`src/rtl/ram_sweep_reader_pkg.sv`:
```
// Shared constants for the 32x4 RAM read/write paths and the sweep reader FSM encoding.
package ram_sweep_reader_pkg;

   localparam int RAM_ADDR_W = 5;
   localparam int RAM_DATA_W = 4;

   localparam logic [1:0] ST_IDLE    = 2'd0;
   localparam logic [1:0] ST_READ    = 2'd1;
   localparam logic [1:0] ST_PRESENT = 2'd2;
   localparam logic [1:0] ST_DONE    = 2'd3;

endpackage

```
`src/rtl/ram_sweep_reader_wrap_addr_counter.sv`:
```
// Sweep address counter: holds the current and last address, wraps modulo 2**ADDR_W,
// and flags when the current address is the last one of the sweep.
module wrap_addr_counter #(
   parameter int ADDR_W = 5
) (
   input  logic              clk_i,
   input  logic              rst_i,
   input  logic              load_i,
   input  logic [ADDR_W-1:0] first_i,
   input  logic [ADDR_W-1:0] last_i,
   input  logic              inc_i,
   output logic [ADDR_W-1:0] cnt_o,
   output logic              at_last_o
);

   logic [ADDR_W-1:0] cur_q, cur_d;
   logic [ADDR_W-1:0] last_q, last_d;

   always_comb begin
      cur_d  = cur_q;
      last_d = last_q;
      if (load_i) begin
         cur_d  = first_i;
         last_d = last_i;
      end else if (inc_i) begin
         // natural overflow of the ADDR_W-bit sum gives the 31->0 wrap
         cur_d = cur_q + 1'b1;
      end
   end

   always_ff @(posedge clk_i or posedge rst_i) begin
      if (rst_i) begin
         cur_q  <= '0;
         last_q <= '0;
      end else begin
         cur_q  <= cur_d;
         last_q <= last_d;
      end
   end

   assign cnt_o     = cur_q;
   assign at_last_o = (cur_q == last_q);

endmodule

```
`src/rtl/ram_sweep_reader.sv`:
```
// Reads RAM words first_addr..last_addr (wrapping) on a start pulse and hands each
// word with its address to a consumer over valid/ready.
module ram_sweep_reader
   import ram_sweep_reader_pkg::*;
#(
   parameter int ADDR_W = RAM_ADDR_W,
   parameter int DATA_W = RAM_DATA_W,
   parameter int RD_LAT = 1
) (
   input  logic              clock,
   input  logic              reset,
   input  logic              start,
   input  logic [ADDR_W-1:0] first_addr,
   input  logic [ADDR_W-1:0] last_addr,
   output logic              busy,
   output logic              done,
   output logic [ADDR_W-1:0] ram_address,
   output logic              ram_wren,
   input  logic [DATA_W-1:0] ram_q,
   output logic [DATA_W-1:0] out_data,
   output logic [ADDR_W-1:0] out_addr,
   output logic              out_valid,
   input  logic              out_ready,
   output logic [1:0]        dbg_state
);

   // Handshake: a word transfers on a clock edge where out_valid & out_ready are both high;
   // out_valid, out_data and out_addr are held unchanged until that edge.

   localparam int              LAT_W    = $clog2(RD_LAT + 2);
   localparam logic [LAT_W-1:0] LAT_LAST = LAT_W'(RD_LAT);

   logic [1:0]        state_q, state_d;
   logic [LAT_W-1:0]  lat_q, lat_d;
   logic [DATA_W-1:0] out_data_q, out_data_d;
   logic [ADDR_W-1:0] out_addr_q, out_addr_d;
   logic              out_valid_q, out_valid_d;

   logic              cnt_load, cnt_inc, cnt_at_last;
   logic [ADDR_W-1:0] cur_addr;

   wrap_addr_counter #(.ADDR_W(ADDR_W)) u_addr_cnt (
      .clk_i     (clock),
      .rst_i     (reset),
      .load_i    (cnt_load),
      .first_i   (first_addr),
      .last_i    (last_addr),
      .inc_i     (cnt_inc),
      .cnt_o     (cur_addr),
      .at_last_o (cnt_at_last)
   );

   always_comb begin
      state_d     = state_q;
      lat_d       = lat_q;
      out_data_d  = out_data_q;
      out_addr_d  = out_addr_q;
      out_valid_d = out_valid_q;
      cnt_load    = 1'b0;
      cnt_inc     = 1'b0;
      case (state_q)
         ST_IDLE: begin
            if (start) begin
               cnt_load = 1'b1;
               lat_d    = '0;
               state_d  = ST_READ;
            end
         end
         ST_READ: begin
            // one edge for the RAM to register the address, RD_LAT more for q to settle
            if (lat_q == LAT_LAST) begin
               out_data_d  = ram_q;
               out_addr_d  = cur_addr;
               out_valid_d = 1'b1;
               lat_d       = '0;
               state_d     = ST_PRESENT;
            end else begin
               lat_d = lat_q + 1'b1;
            end
         end
         ST_PRESENT: begin
            if (out_ready) begin
               out_valid_d = 1'b0;
               if (cnt_at_last) begin
                  state_d = ST_DONE;
               end else begin
                  cnt_inc = 1'b1;
                  lat_d   = '0;
                  state_d = ST_READ;
               end
            end
         end
         default: begin
            state_d = ST_IDLE;
         end
      endcase
   end

   always_ff @(posedge clock or posedge reset) begin
      if (reset) begin
         state_q     <= ST_IDLE;
         lat_q       <= '0;
         out_data_q  <= '0;
         out_addr_q  <= '0;
         out_valid_q <= 1'b0;
      end else begin
         state_q     <= state_d;
         lat_q       <= lat_d;
         out_data_q  <= out_data_d;
         out_addr_q  <= out_addr_d;
         out_valid_q <= out_valid_d;
      end
   end

   assign busy        = (state_q != ST_IDLE);
   assign done        = (state_q == ST_DONE);
   assign ram_address = cur_addr;
   assign ram_wren    = 1'b0;
   assign out_data    = out_data_q;
   assign out_addr    = out_addr_q;
   assign out_valid   = out_valid_q;
   assign dbg_state   = state_q;

endmodule

```
`config.mk`:
```
export PLATFORM = sky130hd
export DESIGN_NAME = ram_sweep_reader
export DESIGN_NICKNAME = d
export VERILOG_FILES = /design/src/rtl/ram_sweep_reader_pkg.sv /design/src/rtl/ram_sweep_reader_wrap_addr_counter.sv /design/src/rtl/ram_sweep_reader.sv
export SDC_FILE = /design/constraint.sdc
export NUM_CORES = 1
export LEC_CHECK = 0
export ABC_CLOCK_PERIOD_IN_PS = 3200
export BUFFER_PORTS_ARGS = -buffer_cell sky130_fd_sc_hd__buf_2
export CORE_ASPECT_RATIO = 1.4
export CORE_MARGIN = 1.5
export CORE_UTILIZATION = 50
export CTS_BUF_LIST = sky130_fd_sc_hd__clkbuf_2
export DETAILED_ROUTE_END_ITERATION = 10
export GPL_TIMING_DRIVEN = 0
export PLACE_DENSITY = 0.79
export SYNTH_ARGS = -nofsm -noshare
export SYNTH_HDL_FRONTEND = slang
export SYNTH_HIERARCHICAL = 1
export SYNTH_SLANG_ARGS = --single-unit
```
`constraint.sdc`:
```
create_clock -name clock -period 3.2 [get_ports clock]
set_input_delay 0.32 -clock clock [delete_from_list [all_inputs] [get_ports clock]]
set_output_delay 0.32 -clock clock [all_outputs]
set_load 0.02 [all_outputs]
```
**After elaboration in Yosys (flattened, before gate mapping)**

Index checks and enable logic that the tools add are counted.

- Register bits: 24
- Latch bits: 0
- RAM bits: 0
- ROM bits: 0
- Input bits: 18
- Output and inout port bits: 20
- Memories kept: 0

- $add $sub $neg: 2
- Multipliers: 0
- Div/mod/pow operators: 0
- Order comparisons: 0
- Eq/ne operators: 9
- Shift-type cells: 0
- Mux-type cells: 20
- Bitwise operators: 0
- Reductions and logical operators: 9

Operators with widths:

| cell | number |
|---|---|
| 2-bit two-way mux | 8 |
| 2-bit case mux with 3 select lines | 2 |
| 5-bit two-way mux | 2 |
| 2-bit != test, second input constant | 4 |
| 1-bit two-way mux | 7 |
| 3-bit AND reduction | 2 |
| 2-bit nonzero test | 3 |
| 5-bit by 1-bit adder with 5-bit output, second input constant | 1 |
| 5-bit == test | 1 |
| 2-bit by 1-bit == test with 1-bit output, second input constant | 2 |
| 2-bit == test, second input constant | 2 |
| 4-bit AND reduction | 1 |
| 3-bit nonzero test | 1 |
| 2-bit by 1-bit adder with 2-bit output, second input constant | 1 |
| 2-bit logical NOT | 1 |
| 1-bit case mux with 2 select lines | 1 |
| 2-bit AND reduction | 1 |

**Longest topological paths before layout**

Gate-level depths: netlist of run 1.

- Word-level depth: 6
- Mapped depth: 7
- Depth with buffers taken out: 7

**Hierarchy**

Netlist of run 1, hierarchy kept.

By module, submodules not included:

| module | instances | cells an instance | area each (um^2) | seq. area each (um^2) |
|---|---|---|---|---|
| ram_sweep_reader | 1 | 49 | 693.2 | 350.3 |
| wrap_addr_counter | 1 | 42 | 495.5 | 250.2 |

**Least setup slack after synthesis of run 1**

OpenSTA, ideal clock, no wires.

- Path kind: flip-flop to flip-flop
- From: register state_q[0] (netlist: dbg_state[0])
- To: register u_addr_cnt.last_q[1]
- Library setup time: 0.125 ns
- Data arrival time: 1.784 ns
- Setup slack: 1.291 ns
- Cell stages (with the launch flop): 5
- Path buffers: 2
- Period minus slack after synthesis: 1.909 ns
- Cells stage by stage: dfrtp_1 -> buf_2 -> nor3b_1 -> buf_6 -> mux2_2

- Longest elaborated chain between the ends: 2

Ends and longest elaborated chain:

| what | line | RTL |
|---|---|---|
| start, declared | ram_sweep_reader.sv:33 | `logic [1:0] state_q, state_d;` |
| start signal, assigned | ram_sweep_reader.sv:107 | `state_q <= state_d;` |
| 2-bit logical NOT | ram_sweep_reader.sv:61 | `case (state_q)` |
| 1-bit two-way mux | ram_sweep_reader.sv:61 |  |
| via cnt_load | ram_sweep_reader.sv:39 | `logic cnt_load, cnt_inc, cnt_at_last;` |
| end signal, assigned | ram_sweep_reader_wrap_addr_counter.sv:37 | `last_q <= last_d;` |
| end, declared | ram_sweep_reader_wrap_addr_counter.sv:17 | `logic [ADDR_W-1:0] last_q, last_d;` |

The timed path passes the listed nets, and every way through them passes these cells.
A chain may end at the register's enable or synchronous reset.

**Final worst setup path of run 1**

Same ends and word-level chain as after synthesis.

==> results of run 1 <==
==> cells in the final DEF (no fill, tap or decap), drive strengths merged, types with 2 or more instances in the layout <==
cell type / synthesis / final
dfrtp: 24 / 24
mux2i: 2 / 2
xor2: 4 / 4
nand2: 5 / 5
nand2b: 2 / 2
buf: 5 / 41
nand4: 2 / 2
o21ai: 4 / 4
and4bb: 2 / 2
mux2: 15 / 15
xnor2: 6 / 6
and2: 2 / 2
nor4b: 2 / 2
inv: 3 / 3
clkbuf: 0 / 3
==> power by group through the flow <==
| stage | logic [mW] | clock network, mW | registers (mW) |
|---|---|---|---|
| 6_report | 0.796 | 0.109 | 0.583 |
| 5_1_grt | 0.862 | 0.120 | 0.604 |
| 4_1_cts | 0.801 | 0.111 | 0.585 |
| 3_5_place_dp | 0.798 | 0 | 0.592 |
| 3_3_place_gp | 0.771 | 0 | 0.583 |
| 2_1_floorplan | 0.473 | 0 | 0.693 |
==> registers in the layout, summed over array words and instances, names as in the netlist <==
signal             count
dbg_state              2
lat_q                  2
out_addr               5
out_data               4
out_valid              1
u_addr_cnt/cnt_o       5
u_addr_cnt/last_q      5
==> worst reg2reg max path: cells and delay by family (launching register included) <==
kind / cells / cell delay, ps
simple gates: 1 / 810
flops: 1 / 470
buf+inv: 2 / 430
mux: 1 / 340
==> worst max-delay path by stage <==
stage | endpoint | slack, ps | cells past startpoint
final | u_addr_cnt/last_q[1] | 1050 | 4
after global routing | u_addr_cnt/last_q[1] | 990 | 4
after CTS | u_addr_cnt/last_q[1] | 1050 | 4
after detailed placement | u_addr_cnt/last_q[1] | 1100 | 4
after global placement | u_addr_cnt/last_q[1] | 1160 | 4
after floorplan | u_addr_cnt/last_q[1] | 1290 | 4
==> cell type report <==
class	count	area, sq um
plain buffers	5	46.29
well taps	22	27.53
inverters	3	11.26
repair buffers	37	190.2
flip-flops and latches	24	600.6
clock buffers	3	15.01
fillers	193	780.7
multi-input cells	59	530.5
==> layer usage <==
metal | wire length (um) | vias to the layer above
li1 | - | 392
met1 | 928 | 399
met2 | 1197 | 32
met3 | 121 | 4
met4 | 28 | 0
met5 | 0 | -
==> stage by stage <==
stage	setup WS [ps]	util	cell area (sq um)	hold slack [ps]
6_report	1050	0.6455	1421	194.0
3_5_place_dp	1095	0.6341	1396	327.5
5_1_grt	989.2	0.6455	1421	192.1
4_1_cts	1050	0.6455	1421	182.9
3_3_place_gp	1157	0.6341	1396	322.5
2_1_floorplan	1291	-	1189	160.2
==> synthesized netlist by cell type, drive strengths merged, types with 3 or more instances <==
cell | number | area, sq um
inv | 3 | 11.26
mux2 | 15 | 198.9
o21ai | 4 | 20.01
xnor2 | 6 | 52.55
buf | 5 | 46.28
dfrtp | 24 | 600.6
nand2 | 5 | 18.77
xor2 | 4 | 35.03
==> cells by family after synthesis <==
family,after synthesis
xor gates and xnor gates,10
DFF,24
muxes,17
other,1
AOI/OAI and AO/OA,8
buffers and inverters,8
and+or+nand+nor,22
adders and majority gates,1
==> what timing repair did <==
item / CTS / global route
gates resized for setup: 0 / 0
hold buffers: 1 / 0
hold endpoints to repair: 16 / 0
==> flow_summary.yaml, run 1 <==
run_status:
  status: "complete, no violations"
flow_run:
  drv_cap: 0
grt:
  grt_max_degree: 15
  grt.busiest_layer: "met2"
  grt_pass1_wl_um: 3781
  grt_use_total: 0.1929
  grt_pass1_vias: 855
  antenna_found_initial: 0
  grtUsageMet3: 0.02381
  grt_use_met1: 0.2451
  grt_remaining_overflow: 0
  grt_util_met2: 0.3277
die:
  dieArea_sq_um: 2683
  fp.dieW_um: 44.21
  core_sq_um: 2202
  die_y_um: 60.69
  initial_core_util: 0.5398
  fp-row-count: 20
  ios: 38
detailed_routing:
  drt_iter0_drc: 10
  avgViaCountPerCell: 5.405
  final_antenna_net_count: 0
  vias: 827
  dr.pass1.iters: 4
  wl_um: 2276
  drc_errors: 0
  avgRoutedWirePerCell_um: 14.88
min_path:
  holdPathStages: 3
  hold_class: "in -> reg"
  holdPathEnd: "u_addr_cnt/cnt_o[4]"
  holdCritStartpoint: "first_addr[4]"
pwr:
  p_comb_frac: 0.535
  netSwitchingFraction: 0.4119
  ir_drop_uv: 562.6
  p_sw_uw: 613.0
  p_clk_frac: 0.073
  p_int_uw: 875.3
  power.density_nw_per_um2: 1047
  p_total_mw: 1.488
  seqPwrFrac: 0.392
  leakage_nw: 0.6901
setup_path:
  worstSetupPathType: "reg -> reg"
  critical_path.max_fanout: 10
  crit_path_end_kind: "flip-flop"
  cpMaxStageDelayCell: "nor3b_1"
  cp_num_buf_inv: 2
  cpLargestDelayFamily: "simple AND/OR/NAND/NOR gates"
  ff2ff_path_depth: 4
  critPathLaunchType: "flip-flop"
  worstSetupStartpoint: "dbg_state[0]"
  r2r_setup_slack_ps: 1050
  cp_cell_sequence: "buf_2 -> nor3b_1 -> buf_6 -> mux2_2"
  critPathArrivalTime_ps: 2370
  cp_slowest_stage_delay_ps: 810
  reg2reg_from: "dbg_state[0]"
  rr_endpoint: "u_addr_cnt/last_q[1]"
  required_ps: 3420
logic_synthesis:
  synthAdderAreaFrac: 0.01053
  ys_seq_area_frac: 0.5053
  syn_nets: 110
  muxShareOfSynthArea: 0.1842
  synth_top_family_by_area: "multiplexers"
  yosys.cell_types.count: 35
  synthXorXnorAreaFrac: 0.07368
  synthArstFlopShare: 1.000
  synth-simple-area-share: 0.1305
  ys.flop_type: "dfrtp_1"
  yosys_warnings: 6
  synth_cells: 91
  synth_edf_count: 0
  avgSynthCellArea_sq_um: 13.06
  ys_ff_latch: 24
  synth-compound-area-share: 0.04421
  syn_area_sq_um: 1189
sta:
  period_share: 0.6720
  period_minus_slack_ps: 2150
  slew_headroom: 0.3455
  fmax_ghz: 0.4651
  rsz0062_at_grt: "no"
  fin_tns_setup_ps: 0
  hold_viol: 0
  slew_viol_final: 0
  skew_ps: 17.60
  setup_violations: 0
  worst_pin_slew_ps: 979.6
clock_tree:
  cts_tree: "done"
  postCtsSetupBuffers: 0
  numCtsBuffers: 3
  clock_latency_ps: 320
  htree_levels: 1
  cts.path.max_buffers: 2
  clk_pin_slew_ps: 220
  clock-sinks: 24
  cts_root_buffer: "clkbuf_2"
finish:
  fin_cells: 153
  drive_gt1_frac: 0.4580
  area_growth_pct: 19.58
  diodes: 0
  fin_nets: 152
placed_design:
  portBuffers: 36
  gp_congestion: 0.6965
  placedCellCount: 149
  dp_hpwl_um: 1746
(Power assumes the default switching activity.)
==> run 2, diff against run 1 <==
ABC_AREA = 1   (was not set)
ABC_CLOCK_PERIOD_IN_PS = 1800   (was 3200)
CORE_UTILIZATION = 47   (was 50)
PLACE_DENSITY = 0.78   (was 0.79)
clock period = 1.8 ns   (was 3.2 ns; I/O delays follow)
==> flow_summary.yaml, run 2 <==
finish:
  fillers: 207
  diodes: 0
  final_common_cell: "nand2_1"
  final_cell_mix: "nand2_1 (45), buf_2 (37), dfrtp_1 (23), nand3_1 (19), inv_1 (14)"
  fin_nets: 201
  fin_cells: 214
  area_growth_pct: 22.66
  utilization: 0.6091
  drive_gt1_frac: 0.3111
placed_design:
  dp_hpwl_um: 1984
  placedCellCount: 210
  gp_congestion: 0.7817
  portBuffers: 36
min_path:
  hold_class: "in -> reg"
grt:
  grt_pass1_wl_um: 4167
  grt_use_total: 0.1918
  grt_max_degree: 15
  grt_remaining_overflow: 0
  grt_pass1_vias: 1008
  antenna_found_initial: 0
logic_synthesis:
  synth_cells: 140
  yosys_warnings: 6
  avgSynthCellArea_sq_um: 8.481
  synth_common_cells: "nand2_1 (45), dfrtp_1 (24), nand3_1 (19), inv_1 (14), nor2_1 (5)"
  syn_area_sq_um: 1187
  synth_edf_count: 0
  yosys.cell_types.count: 23
  synth_top_area_cell: "dfrtp_1"
  ys_seq_area_frac: 0.5058
  ys_ff_latch: 24
  synthArstFlopShare: 1.000
  ys.flop_type: "dfrtp_1"
  synth.most_common_cell: "nand2_1"
  yosysTopAreaCellShare: 0.5058
  syn_nets: 159
  synth_area_leaders: "dfrtp_1 (51%), nand2_1 (14%), nand3_1 (8.0%)"
run_status:
  status: "complete, no violations"
die:
  dieArea_sq_um: 2841
  fp.dieW_um: 45.48
  fp-row-count: 21
  ios: 38
  die_y_um: 62.47
  initial_core_util: 0.4966
  core_sq_um: 2391
sta:
  worst_pin_slew_ps: 516.0
  setup_violations: 0
  slew_viol_final: 0
  fmax_ghz: 0.5902
  slew_headroom: 0.6556
  skew_ps: 11.94
  period_share: 0.9413
  hold_viol: 0
  period_minus_slack_ps: 1694
detailed_routing:
  avgViaCountPerCell: 4.911
  dr.pass1.iters: 6
  final_antenna_net_count: 0
  drc_errors: 0
  wl_um: 2608
  avgRoutedWirePerCell_um: 12.19
  drt_iter0_drc: 59
  vias: 1051
clock_tree:
  postCtsSetupBuffers: 0
  clock-sinks: 24
  htree_levels: 1
  cts.path.max_buffers: 2
  cts_tree: "done"
  cts_root_buffer: "clkbuf_2"
  clk_pin_slew_ps: 200
  numCtsBuffers: 3
  clock_latency_ps: 320
pwr:
  ir_drop_uv: 844.3
  p_total_mw: 2.617
  power.density_nw_per_um2: 1797
  p_comb_frac: 0.539
  seqPwrFrac: 0.387
  p_int_mw: 1.356
  netSwitchingFraction: 0.4817
  p_clk_frac: 0.074
  p_sw_mw: 1.260
  leakage_nw: 0.7986
setup_path:
  crit_path_end_kind: "flip-flop"
  cp_common_cell: "inv_1"
  critPathLaunchType: "flip-flop"
  critical_path.max_fanout: 7
  cp_slowest_stage_delay_ps: 440
  critPathArrivalTime_ps: 1950
  cpMaxStageDelayCell: "dfrtp_1"
  worstSetupPathType: "reg -> reg"
  cp_cell_sequence: "buf_2 -> xnor2_1 -> nand3_1 -> nor2_2 -> nor3_2 -> inv_1 -> nor2_4 -> inv_1 -> o21ai_1"
  required_ps: 2050
flow_run:
  drv_cap: 0
## run 2: cell count changes in the layout (fill, tap and decap cells not counted), sizes merged, moves of 4 or more
cell,before,now
a22oi,0,4
inv,3,15
mux2,15,3
nand2,5,46
nand3,1,19
nor2,0,7
xor2,4,0
## run 2: cell families after synthesis
kind of cell,count (synthesis),synth area share
AND/OR/NAND/NOR,76,0.2835
flip-flops,24,0.5058
buffers and inverters,19,0.07692
AO/OA/AOI/OAI,12,0.05900
XOR/XNOR,4,0.02950
multiplexers,3,0.03161
adder cells (fa/ha/maj),1,0.01054
other,1,0.003158
## run 2: what timing repair did
item / 4_1_cts / 5_1_grt
hold endpoints to repair: 24 / 0
pin swaps: 0 / 0
resized for setup: 2 / 5
hold buffers: 1 / 0
setup endpoints to repair: 1 / 5
## run 2: final timing paths
check	startpoint	end	slack, ps	cells after the start
setup / recovery	u_addr_cnt/cnt_o[2]	u_addr_cnt/cnt_o[2]	110	9
hold / removal	last_addr[3]	u_addr_cnt/last_q[3]	60	3
setup reg to reg	u_addr_cnt/cnt_o[2]	u_addr_cnt/cnt_o[2]	110	9
hold reg to reg	out_data[3]	out_data[3]	490	2
max in group asynchronous	reset	out_addr[1]	1050	3
min in group asynchronous	reset	u_addr_cnt/cnt_o[1]	360	3
## run 2: stage by stage
step | setup slack [ps] | setup TNS, ps | hold WS, ps | cell area [sq um]
detailed placement | 39.77 | 0 | 193.6 | 1410
global placement | 138.9 | 0 | 181.6 | 1410
floorplan | 142.7 | 0 | 20.18 | 1187
global route | -16.98 | -16.98 | 28.75 | 1456
finish | 105.6 | 0 | 60.88 | 1456
CTS | 56.97 | 0 | 45.15 | 1439
## run 2: per-layer routing
layer | GRT usage | share of wire
met1 | 0.2167 | 0.40
met2 | 0.3486 | 0.54
met3 | 0.03468 | 0.047
met4 | 0.04779 | 0.010
met5 | 0 | 0
## run 2: power by group through the flow
stage | clock, mW | combinational (mW) | sequential, mW
3_3_place_gp | 0 | 1.32 | 1.01
4_1_cts | 0.198 | 1.38 | 1.01
2_1_floorplan | 0 | 0.778 | 1.20
3_5_place_dp | 0 | 1.37 | 1.02
5_1_grt | 0.220 | 1.55 | 1.05
6_report | 0.195 | 1.41 | 1.01
## run 2: area by class of cell
cell class                 count  area [sq um]  area share
clock buffer                   3         15.01     0.01031
buffer                         4         35.03     0.02405
timing repair buffer          37         190.2      0.1306
inverter                      15         56.30     0.03866
tap                           34         42.54     0.02921
sequential                    24         601.8      0.4132
multi-input combinational     97         515.5      0.3540
## run 2: critical path, delay by kind of cell (launching register included)
kind | cells | cell delay, ps
AO/OA/AOI/OAI | 1 | 150
XOR/XNOR | 1 | 140
buffers and inverters | 3 | 350
flip-flops | 1 | 440
AND/OR/NAND/NOR | 4 | 560
